File: config.mk
export PLATFORM = sky130hd
export DESIGN_NAME = pc_seq_ctrl_flat
export DESIGN_NICKNAME = d
export VERILOG_FILES = /design/src/rtl/pc_seq_ctrl_if.sv /design/src/rtl/pc_seq_ctrl.sv /design/src/flat_wrapper.sv
export SDC_FILE = /design/constraint.sdc
export NUM_CORES = 1
export LEC_CHECK = 0
export CORE_UTILIZATION = 48
export DETAILED_ROUTE_END_ITERATION = 8
export PLACE_DENSITY = 0.83
export SLEW_MARGIN = 5
export SYNTH_ARGS = -nofsm -noshare
export SYNTH_HDL_FRONTEND = slang
export SYNTH_SLANG_ARGS = --single-unit
File: constraint.sdc
create_clock -name clk -period 6.6 [get_ports clk]
set_clock_uncertainty 0.05 [all_clocks]
set_input_delay 1.32 -clock clk [delete_from_list [all_inputs] [get_ports clk]]
set_output_delay 1.32 -clock clk [all_outputs]
set_load 0.05 [all_outputs]
File: src/rtl/pc_seq_ctrl_if.sv
// Instruction-memory fetch bus between the sequencer (master) and memory (slave).
interface pc_seq_ctrl_if;
  logic        imem_req;
  logic [31:0] imem_addr;
  logic        imem_ack;
  logic [31:0] imem_rdata;

  modport master (output imem_req, imem_addr, input imem_ack, imem_rdata);
  modport slave  (input imem_req, imem_addr, output imem_ack, imem_rdata);
endinterface

File: src/rtl/pc_seq_ctrl.sv
// PC sequencer: fetch / execute FSM with jump, branch, halt and fetch-timeout handling.
module pc_seq_ctrl #(
  parameter logic [31:0] RESET_PC = 32'h0000_0000,
  parameter int          MAX_WAIT = 15
) (
  input  logic                 clk,
  input  logic                 rst,
  input  logic                 run,
  input  logic                 halt,
  pc_seq_ctrl_if.master        imem,
  output logic [31:0]          instr,
  output logic                 instr_valid,
  input  logic                 exec_done,
  input  logic                 j_en,
  input  logic                 bgtz_en,
  input  logic                 br_taken,
  input  logic [16:0]          offset,
  output logic [31:0]          pc,
  output logic [2:0]           state,
  output logic                 err
);

  localparam int WW = $clog2(MAX_WAIT + 1);

  typedef enum logic [2:0] {
    S_IDLE  = 3'd0,
    S_FETCH = 3'd1,
    S_EXEC  = 3'd2,
    S_HALT  = 3'd3,
    S_ERR   = 3'd4
  } state_e;

  state_e        state_q, state_d;
  logic [31:0]   pc_q, pc_d;
  logic [31:0]   instr_q, instr_d;
  logic          vld_q, vld_d;
  logic [WW-1:0] wait_q, wait_d;
  logic [31:0]   pc_next;

  // Jump replaces the low 17 bits; branch is pc-relative with a signed field.
  always_comb begin
    if (j_en)
      pc_next = {pc_q[31:17], offset};
    else if (bgtz_en && br_taken)
      pc_next = pc_q + {{15{offset[16]}}, offset};
    else
      pc_next = pc_q + 32'd1;
  end

  always_comb begin
    state_d = state_q;
    pc_d    = pc_q;
    instr_d = instr_q;
    vld_d   = 1'b0;
    wait_d  = wait_q;
    case (state_q)
      S_IDLE: if (run) begin
        state_d = S_FETCH;
        wait_d  = '0;
      end
      S_FETCH: begin
        if (imem.imem_ack) begin
          instr_d = imem.imem_rdata;
          vld_d   = 1'b1;
          state_d = S_EXEC;
          wait_d  = '0;
        end else if (wait_q == WW'(MAX_WAIT - 1)) begin
          state_d = S_ERR;
        end else begin
          wait_d  = wait_q + 1'b1;
        end
      end
      S_EXEC: if (exec_done) begin
        pc_d    = pc_next;
        state_d = halt ? S_HALT : S_FETCH;
        wait_d  = '0;
      end
      S_HALT: if (run) begin
        state_d = S_FETCH;
        wait_d  = '0;
      end
      S_ERR:   state_d = S_ERR;
      default: state_d = S_IDLE;
    endcase
  end

  always_ff @(posedge clk) begin
    if (rst) begin
      state_q <= S_IDLE;
      pc_q    <= RESET_PC;
      instr_q <= '0;
      vld_q   <= 1'b0;
      wait_q  <= '0;
    end else begin
      state_q <= state_d;
      pc_q    <= pc_d;
      instr_q <= instr_d;
      vld_q   <= vld_d;
      wait_q  <= wait_d;
    end
  end

  assign imem.imem_req  = (state_q == S_FETCH);
  assign imem.imem_addr = pc_q;
  assign instr          = instr_q;
  assign instr_valid    = vld_q;
  assign pc             = pc_q;
  assign state          = state_q;
  assign err            = (state_q == S_ERR);

endmodule

File: src/flat_wrapper.sv
// flat-port wrapper written by rule: the top's interface ports become plain ports
module pc_seq_ctrl_flat 
#(
  parameter logic [31:0] RESET_PC = 32'h0000_0000,
  parameter int          MAX_WAIT = 15
)
  (clk, rst, run, halt, instr, instr_valid, exec_done, j_en, bgtz_en, br_taken, offset, pc, state, err, imem_imem_req, imem_imem_addr, imem_imem_ack, imem_imem_rdata);
  pc_seq_ctrl_if imem_i ();
  input  logic clk;
  input  logic rst;
  input  logic run;
  input  logic halt;
  output logic [31:0] instr;
  output logic instr_valid;
  input  logic exec_done;
  input  logic j_en;
  input  logic bgtz_en;
  input  logic br_taken;
  input  logic [16:0] offset;
  output logic [31:0] pc;
  output logic [2:0] state;
  output logic err;
  output wire logic [$bits(imem_i.imem_req)-1:0] imem_imem_req;
  output wire logic [$bits(imem_i.imem_addr)-1:0] imem_imem_addr;
  input wire logic [$bits(imem_i.imem_ack)-1:0] imem_imem_ack;
  input wire logic [$bits(imem_i.imem_rdata)-1:0] imem_imem_rdata;
  assign imem_imem_req = imem_i.imem_req;
  assign imem_imem_addr = imem_i.imem_addr;
  assign imem_i.imem_ack = imem_imem_ack;
  assign imem_i.imem_rdata = imem_imem_rdata;
  pc_seq_ctrl #(.RESET_PC(RESET_PC), .MAX_WAIT(MAX_WAIT)) u_core (.clk(clk), .rst(rst), .run(run), .halt(halt), .imem(imem_i), .instr(instr), .instr_valid(instr_valid), .exec_done(exec_done), .j_en(j_en), .bgtz_en(bgtz_en), .br_taken(br_taken), .offset(offset), .pc(pc), .state(state), .err(err));
endmodule
Yosys cells after proc, flatten, opt, wreduce, memory -nomap -nowiden
Cells that the tools add are included.
{ "totals": {"register_bits": 72, "in_bits": 58} }
{ "op_classes": {"add_sub_neg": 3, "n_eq_ne": 9, "mux": 14, "bitwise": 2, "reduce_logical": 10} }
{ "ops": {"columns": ["op", "count"], "rows": [
  ["$add 32x1->32 const B", 1],
  ["$add 32x32->32", 1],
  ["$mux 32", 1],
  ["$mux 17", 1],
  ["$mux 4", 4],
  ["$mux 3", 4],
  ["$pmux 3 s4", 1],
  ["$pmux 4 s3", 1],
  ["$eq 3x2->1 const B", 2],
  ["$reduce_and 3->1", 2],
  ["$add 4x1->4 const B", 1],
  ["$eq 4x4->1 const B", 1],
  ["$reduce_and 2->1", 2],
  ["$reduce_and 4->1", 1],
  ["$reduce_or 2->1", 2],
  ["$eq 3x1->1 const B", 1],
  ["$eq 3x3->1 const B", 1],
  ["$logic_not 3->1", 1],
  ["$ne 3x1->1 const B", 1],
  ["$ne 3x3->1 const B", 1],
  ["$reduce_bool 3->1", 1],
  ["$mux 2", 1],
  ["$ne 2x1->1 const B", 1],
  ["$ne 2x2->1 const B", 1],
  ["3 further kinds", 4]
]} }

Depth between registers and ports, before layout
Gate-level depths: netlist of run 1.
{ "logic_depth": {"depth_word": 4, "mapped_depth": 11, "ltp_nobuf": 10} }

Worst setup path after synthesis of run 1
Ideal clock, no wire load.
{ "synth_path": {"kind": "input-to-reg", "startpoint": "input port bgtz_en", "endpoint": "register u_core.pc_q[16], in the netlist u_core.imem.imem_addr[16]", "setup_ps": 74, "t_arrival_ps": 3693, "required_time_ps": 6476, "setup_slack_ps": 2783, "stages": 11, "n_path_buf": 1, "cell_sequence": "clkbuf_1 > nand3b_1 > ha_1 > fa_1 > a21o_1 > a221o_1 > a2bb2oi_1 > o21a_1 > xnor2_1 > or3_1 > a31oi_1"} }
{ "synth_via": {"elab_chain_cells": 3} }
{ "synth_lines": {"columns": ["element", "line_no", "source"], "rows": [
  ["from (decl)", "flat_wrapper.sv:17", "input logic bgtz_en;"],
  ["$logic_and 1x1->1", "pc_seq_ctrl.sv:44", "else if (bgtz_en && br_taken)"],
  ["$mux 32", "pc_seq_ctrl.sv:44", null],
  ["$mux 17", "pc_seq_ctrl.sv:42", "if (j_en)"],
  ["to (signal assigned)", "pc_seq_ctrl.sv:96", "pc_q <= pc_d;"],
  ["to (decl)", "pc_seq_ctrl.sv:34", "logic [31:0] pc_q, pc_d;"]
]} }
No other way between the ends.
A chain may end at the register's enable or synchronous reset.

Worst setup path in the final report of run 1
{ "layout_path": {"startpoint": "input port bgtz_en", "endpoint": "register u_core.pc_q[18], in the netlist u_core.imem.imem_addr[18]"} }
{ "layout_via": {"elab_chain_cells": 2} }
{ "layout_lines": {"columns": ["element", "line_no"], "rows": [
  ["$logic_and 1x1->1", "pc_seq_ctrl.sv:44"],
  ["$mux 32", "pc_seq_ctrl.sv:44"]
]} }
No other way between the ends.

==> results of run 1 <==
-- kinds of logic (layout without fill, tap and decap cells) --
family | after synthesis | count (layout)
mux | 17 | 17
flops | 72 | 72
buf+inv | 76 | 183
fa+ha+maj | 19 | 19
simple gates | 259 | 259
xor+xnor | 22 | 22
compound gates | 165 | 165
-- cell type report --
class,count,share of cell area (%)
flip-flops and latches,72,22.5
repair buffers,160,24.8
well taps,133,2.59
inverters,7,0.410
multi-input cells,482,46.0
clock buffers,12,2.57
clock inverters,4,1.15
-- tightest hold or removal path: cells and delay by family, from the launching register on --
| kind | cells | cell delay, ps |
|---|---|---|
| flops | 1 | 310 |
| compound gates | 1 | 50 |
| simple gates | 1 | 50 |
-- registers in the layout (all words and copies together) (netlist names) --
name,count
u_core.instr,32
u_core.wait_q,4
u_core.instr_valid,1
u_core.imem.imem_addr,32
u_core.state,3
-- Yosys cell counts (all sizes together) (3+ instances only) --
master  count  area, sq um
or3         3         18.8
o21ai      29          149
a41oi       3         26.3
a211oi      7         52.6
dfxtp      72         1440
nand4       5         31.3
o211ai     10         75.1
nand2b      5         31.3
ha         18          225
inv         6         22.5
a31oi       6         37.5
nand3b      3         22.5
nor2       51          191
buf        43          323
o21bai      3         22.5
nor3       18          106
mux2i      13          130
nor3b       4         30.0
and4        3         27.5
xor2        7         61.3
nand3      16         85.1
nand2     103          387
clkbuf     26          103
nor4        4         31.3
a31o        3         26.3
o21a        8         60.1
mux2        4         45.0
and2        8         51.3
a21o       10         75.1
and3       24          151
a21oi      61          305
xnor2      15          131
o211a       4         40.0
nor2b       4         27.5
-- worst max path at each step --
stage	start	to	slack, ps	depth (start not counted)
6_report	bgtz_en	u_core.imem.imem_addr[18]	2100	11
4_1_cts	br_taken	u_core.imem.imem_addr[18]	2160	11
3_3_place_gp	bgtz_en	u_core.imem.imem_addr[18]	2010	11
5_1_grt	br_taken	u_core.imem.imem_addr[18]	1950	11
3_5_place_dp	br_taken	u_core.imem.imem_addr[18]	1780	11
2_1_floorplan	bgtz_en	u_core.imem.imem_addr[16]	2780	11
-- power by group --
group          switching (uW)  internal [uW]
Sequential               25.2            460
Clock                     178            245
Combinational             239            135
-- stage by stage --
step	total power, uW	cells	worst slack [ps]	instance area [sq um]	util [%]
CTS	1290	870	2160	6420	65.6
global placement	859	854	2010	6180	63.2
global route	1340	870	1950	6420	65.6
finish	1280	870	2100	6420	65.6
floorplan	748	630	2780	4840	-
detailed placement	867	854	1780	6180	63.2
-- metal layers --
layer | up-vias | global-route usage (%)
li1 | 2435 | -
met1 | 2346 | 32.8
met2 | 265 | 44.3
met3 | 32 | 9.10
met4 | 0 | 10.7
met5 | - | 0
==> run summary, run 1 <==
## Layout
- **Antenna diodes** 0
- **Reg area** 1440 sq um
- **commonest non-fill, non-tap cells in the layout** clkdlybuf4s50_1, nand2_1, dfxtp_1, a21oi_1, nor2_1
- **nets@finish** 809
- **fraction of final layout cells with drive strength greater than 1** 5.29%
- **fill cell instance count of the final layout** 840
- **leading cell type in the layout, fill and taps excluded** clkdlybuf4s50_1
- **multi-input gate area in the final layout** 2950 sq um
- **area growth from synthesis to layout** 32.5%

## Global route
- **antenna violations before repair** 0
- **number of global-route vias before repair** 4,760
- **global-route total usage across every layer** 27.1%
- **largest net degree at the start of global routing** 72
- **total grt overflow** 0
- **first-pass GRT wire length** 22.4 mm

## Synth
- **net count of the mapped netlist** 707
- **Synth Cell Area** 4840 sq um
- **Yosys warning total** 0
- **Simple-Gate Fraction of Synth Area** 26.3%
- **number of flops mapped to enable cells by yosys** 0
- **Seq/Total Area, Yosys** 29.8%
- **number of storage elements in the synthesis netlist** 72
- **Synth Area in Compound Gates** 21.9%
- **fraction of registers with async set/reset** 0%
- **combinational family with the most area after synthesis** simple AND/OR/NAND/NOR gates
- **number of standard cells after synthesis** 630
- **adder and majority gate portion of the synthesized area** 5.06%
- **post-synthesis mux area share** 3.62%
- **synthesized area divided by synthesized cell count** 7.69 sq um
- **number of distinct library cells after synthesis** 74
- **synthesized-area fraction occupied by xor and xnor cells** 3.98%
- **Main synth FF type** dfxtp_1

## Min path
- **startpoint of the most critical hold path** u_core.instr[2]
- **cell depth of the worst min-delay path** 2
- **capture endpoint of the worst hold path** u_core.instr[2]
- **worst hold path type** reg2reg

## Routing
- **top metal layer carrying routed signals** met4
- **Post-Route M1 WL** 5.61 mm
- **routed via count divided by cell count** 5.84
- **Met2 Routed Length** 6.42 mm
- **final wirelength** 13.8 mm
- **final routed wire length divided by cell count** 15.8 um
- **DRC violation count after routing** 0
- **residual antenna-violating net count after detailed routing** 0
- **met3 wire length** 1.48 mm
- **via count** 5,078
- **first drt pass iteration count** 5
- **DR iter-0 viols** 269

## Placement
- **gpl congestion** 0.911
- **quantity of I/O buffers inserted on ports** 159
- **sum of net half-perimeters after detailed placement** 9.77 mm

## Timing
- **Final Max Tran Viols** 0
- **Sum Neg Setup Slack** 0 ps
- **crit path time final** 4500 ps
- **setup repair after global routing missed its margin** false
- **transition at the pin with the smallest max-transition slack** 1190 ps
- **Max Freq** 222 MHz
- **Max-slew headroom** 20.1%
- **final critical-path share of the clock period** 68.1%
- **Fin Hold WS** 406 ps
- **total setup violations reported at the end of the flow** 0
- **count of endpoints failing hold in the final timing report** 0

## Worst setup path
- **standard cell with the maximum stage delay on the critical path** clkdlybuf4s50_1
- **cell breakdown of the critical path** clkdlybuf4s50_1 -> nand3b_1 -> ha_1 -> fa_1 -> a21o_1 -> a221oi_1 -> nor2_1 -> o21ai_0 -> a21oi_1 -> a41oi_1 -> mux2_2
- **Worst Reg-to-Reg Cells** 7
- **endpoint type of the worst setup path** flip-flop
- **arrival time of data at the critical path endpoint** 4700 ps
- **worst stage delay on the critical path** 810 ps
- **register-to-register setup slack** 3650 ps
- **Setup CP Type** in2reg
- **critical path required time** 6800 ps
- **worst reg2reg startpoint** u_core.state[1]
- **crit path max fanout** 18
- **worst path bufs/invs** 1
- **family with the most delay on the worst path** compound AO/OA/AOI/OAI gates
- **endpoint of the worst-slack reg-to-reg timing path** u_core.imem.imem_addr[27]
- **CP Launch Type** input pin

## Die
- **die outline height** 102 um
- **die area** 10,500 sq um
- **row count** 36
- **Die Width** 102 um
- **standard cell core area** 9770 sq um
- **initial standard-cell utilization of the core** 49.5%
- **I/O pins** 160

## Power
- **Leakage Power** 0.00248 uW
- **total power divided by cell area** 200 nW/um^2
- **Max VDD drop** 0.000182 V

## Clocking
- **setup repair bufs after CTS** 0
- **Num Clock Sinks** 72
- **CTS H-tree lvls** 3
- **Clk Latency, worst-skew pair** 350 ps
- **clock tree from TritonCTS** done
- **Num CTS Buffers** 9
- **deepest clock path buffer count** 2
- **number of buffers added to fix hold violations after cts** 0
- **clock slew at reported path FFs** 80 ps
- **post-CTS resize count** 0
- **cell at the root of the clock tree** clkbuf_8

## Status
- **run status** finished, final reports clean

## Run
- **Max Cap Viol** 0

Power figures use the tool's default switching activity.
==> inputs of run 2 (changes only) <==
Settings changed: CORE_UTILIZATION 48 to 47, PLACE_DENSITY 0.83 to 0.82.
Clock period 6.6 ns to 4.4 ns, I/O delays scaled along.
==> run summary, run 2 (synthesis results as in run 1) <==
## Status
- **run status** finished, final reports clean

## Die
- **die outline height** 104 um, +1.0%
- **Die Width** 104 um, +1.0%
- **row count** 36, unchanged
- **I/O pins** 160, unchanged
- **standard cell core area** 9860 sq um, +0.92%
- **die area** 10,700 sq um, +2.1%
- **initial standard-cell utilization of the core** 49.1%, -0.45 points

## Power
- **switching portion of total power** 36.4%, +1.9 points
- **overall power consumption** 1820 uW, +42%
- **Internal Pwr Total** 1160 uW, +38%
- **Leakage Power** 0.00249 uW, +0.40%
- **total power divided by cell area** 284 nW/um^2, +42%
- **proportion of power drawn by flip-flops and latches** 39.9%, +2.1 points
- **relative contribution of the clock network to total power** 29.0%, -4.0 points
- **part of the total power dissipated in combinational logic** 31.1%, +1.9 points
- **Max VDD drop** 0.000216 V, +19%
- **Psw** 664 uW, +50%

## Clocking
- **Num Clock Sinks** 72, unchanged
- **Clk Latency, worst-skew pair** 350 ps, about the same
- **post-CTS resize count** 0, unchanged
- **CTS H-tree lvls** 3, unchanged
- **deepest clock path buffer count** 2, unchanged
- **Num CTS Buffers** 9, unchanged
- **clock tree from TritonCTS** done
- **clock slew at reported path FFs** 80 ps, about the same
- **setup repair bufs after CTS** 0, unchanged
- **cell at the root of the clock tree** clkbuf_8
- **number of buffers added to fix hold violations after cts** 0, unchanged

## Timing
- **total setup violations reported at the end of the flow** 0, unchanged
- **Sum Neg Setup Slack** 0 ps, unchanged
- **setup repair after global routing missed its margin** false
- **Max Freq** 267 MHz
- **Final Max Tran Viols** 0, unchanged
- **transition at the pin with the smallest max-transition slack** 1140 ps, -49.6 ps
- **final critical-path share of the clock period** 85.3%
- **crit path time final** 3750 ps
- **Max-slew headroom** 23.7%, +3.6 points
- **count of endpoints failing hold in the final timing report** 0, unchanged

## Global route
- **largest net degree at the start of global routing** 71, -1.4%
- **total grt overflow** 0, unchanged
- **global-route total usage across every layer** 26.5%, -0.62 points
- **antenna violations before repair** 0, unchanged
- **first-pass GRT wire length** 23.4 mm, +4.3%
- **number of global-route vias before repair** 4,904, +3.0%

## Placement
- **sum of net half-perimeters after detailed placement** 10.2 mm, +4.4%
- **quantity of I/O buffers inserted on ports** 159, unchanged
- **gpl congestion** 0.947, +3.9%

## Routing
- **final routed wire length divided by cell count** 15.9 um, +0.56%
- **DR iter-0 viols** 255, -5.2%
- **first drt pass iteration count** 5, unchanged
- **via count** 5,039, -0.77%
- **routed via count divided by cell count** 5.74, -1.7%
- **residual antenna-violating net count after detailed routing** 0, unchanged
- **final wirelength** 14.0 mm, +1.5%
- **DRC violation count after routing** 0, unchanged

## Worst setup path
- **Setup CP Type** in2reg
- **crit path max fanout** 6, -12
- **endpoint type of the worst setup path** flip-flop
- **arrival time of data at the critical path endpoint** 3940 ps, -760 ps
- **CP Launch Type** input pin
- **critical path required time** 4590 ps, -2210 ps
- **standard cell with the maximum stage delay on the critical path** clkdlybuf4s50_1
- **worst path bufs/invs** 1, unchanged
- **Worst Reg-to-Reg Cells** 9, +2
- **worst stage delay on the critical path** 570 ps, -240 ps
- **family with the most delay on the worst path** compound AO/OA/AOI/OAI gates
- **cell breakdown of the critical path** clkdlybuf4s50_1 -> nand3b_1 -> ha_1 -> fa_1 -> a21o_1 -> a221oi_1 -> nor2_1 -> o21ai_0 -> a21oi_1 -> a41oi_1 -> mux2_2
- **instance count on the critical path** 11, unchanged

## Layout
- **fill cell instance count of the final layout** 826, -1.7%
- **commonest non-fill, non-tap cells in the layout** clkdlybuf4s50_1, nand2_1, dfxtp_1, a21oi_1, nor2_1
- **fraction of final layout cells with drive strength greater than 1** 6.04%, +0.75 points
- **leading cell type in the layout, fill and taps excluded** clkdlybuf4s50_1
- **area growth from synthesis to layout** 32.7%
- **nets@finish** 817, +0.99%
- **Reg area** 1440 sq um, unchanged
- **multi-input gate area in the final layout** 2950 sq um, unchanged
- **Antenna diodes** 0, unchanged

## Min path
- **cell depth of the worst min-delay path** 2, unchanged
- **worst hold path type** reg2reg

## Run
- **Max Cap Viol** 0, unchanged

-- run 2: cell count changes in the layout (fill, tap and decap cells not counted) --
cell	before	now
buf_4	1	9
bufinv_16	2	1
clkbuf_1	0	2
clkbuf_8	12	9
clkinv_2	1	2
clkinvlp_4	0	1
-- run 2: stage by stage --
| stage | cell area [sq um] | hold WS (ps) | util [%] | setup WS, ps | cells |
|---|---|---|---|---|---|
| finish | 6420 | 406 | 65.1 | 648 | 878 |
| CTS | 6420 | 410 | 65.1 | 736 | 878 |
| global placement | 6240 | 391 | 63.2 | 488 | 862 |
| global route | 6420 | 428 | 65.1 | 508 | 878 |
| detailed placement | 6240 | 399 | 63.2 | 366 | 862 |
| floorplan | 4840 | 400 | - | 1020 | 630 |
-- run 2: metal layers --
layer | up-vias | GRT usage [%] | wire, um
li1 | 2438 | - | -
met1 | 2333 | 32.1 | 5770
met2 | 237 | 43.5 | 6600
met3 | 31 | 7.43 | 1300
met4 | 0 | 12.1 | 308
met5 | - | 0 | 0
-- run 2: power groups by stage --
stage | Clock [uW] | Combinational, uW | Sequential (uW)
final | 528 | 567 | 728
after global routing | 564 | 610 | 735
after CTS | 537 | 568 | 728
after detailed placement | 0 | 565 | 743
after global placement | 0 | 555 | 740
after floorplan | 0 | 260 | 862
-- run 2: worst min-delay path: cells and delay by family (launching register included) --
| family | cells | cell delay, ps |
|---|---|---|
| AO/OA/AOI/OAI | 1 | 50 |
| flip-flops | 1 | 310 |
| AND/OR/NAND/NOR | 1 | 50 |
-- run 2: final timing paths --
kind / start / endpoint / slack, ps
max: br_taken / u_core.imem.imem_addr[18] / 650
min: u_core.instr[13] / u_core.instr[13] / 410
max reg2reg: u_core.imem.imem_addr[0] / u_core.imem.imem_addr[18] / 1510
min reg2reg: u_core.instr[13] / u_core.instr[13] / 410
-- run 2: cell type report --
cell class,instances,share of cell area (%)
Inverter,7,0.409
Clock buffer,11,2.04
Tap cell,133,2.59
Multi-Input combinational cell,482,45.9
Sequential cell,72,22.4
Timing Repair Buffer,168,25.7
Clock inverter,5,0.876
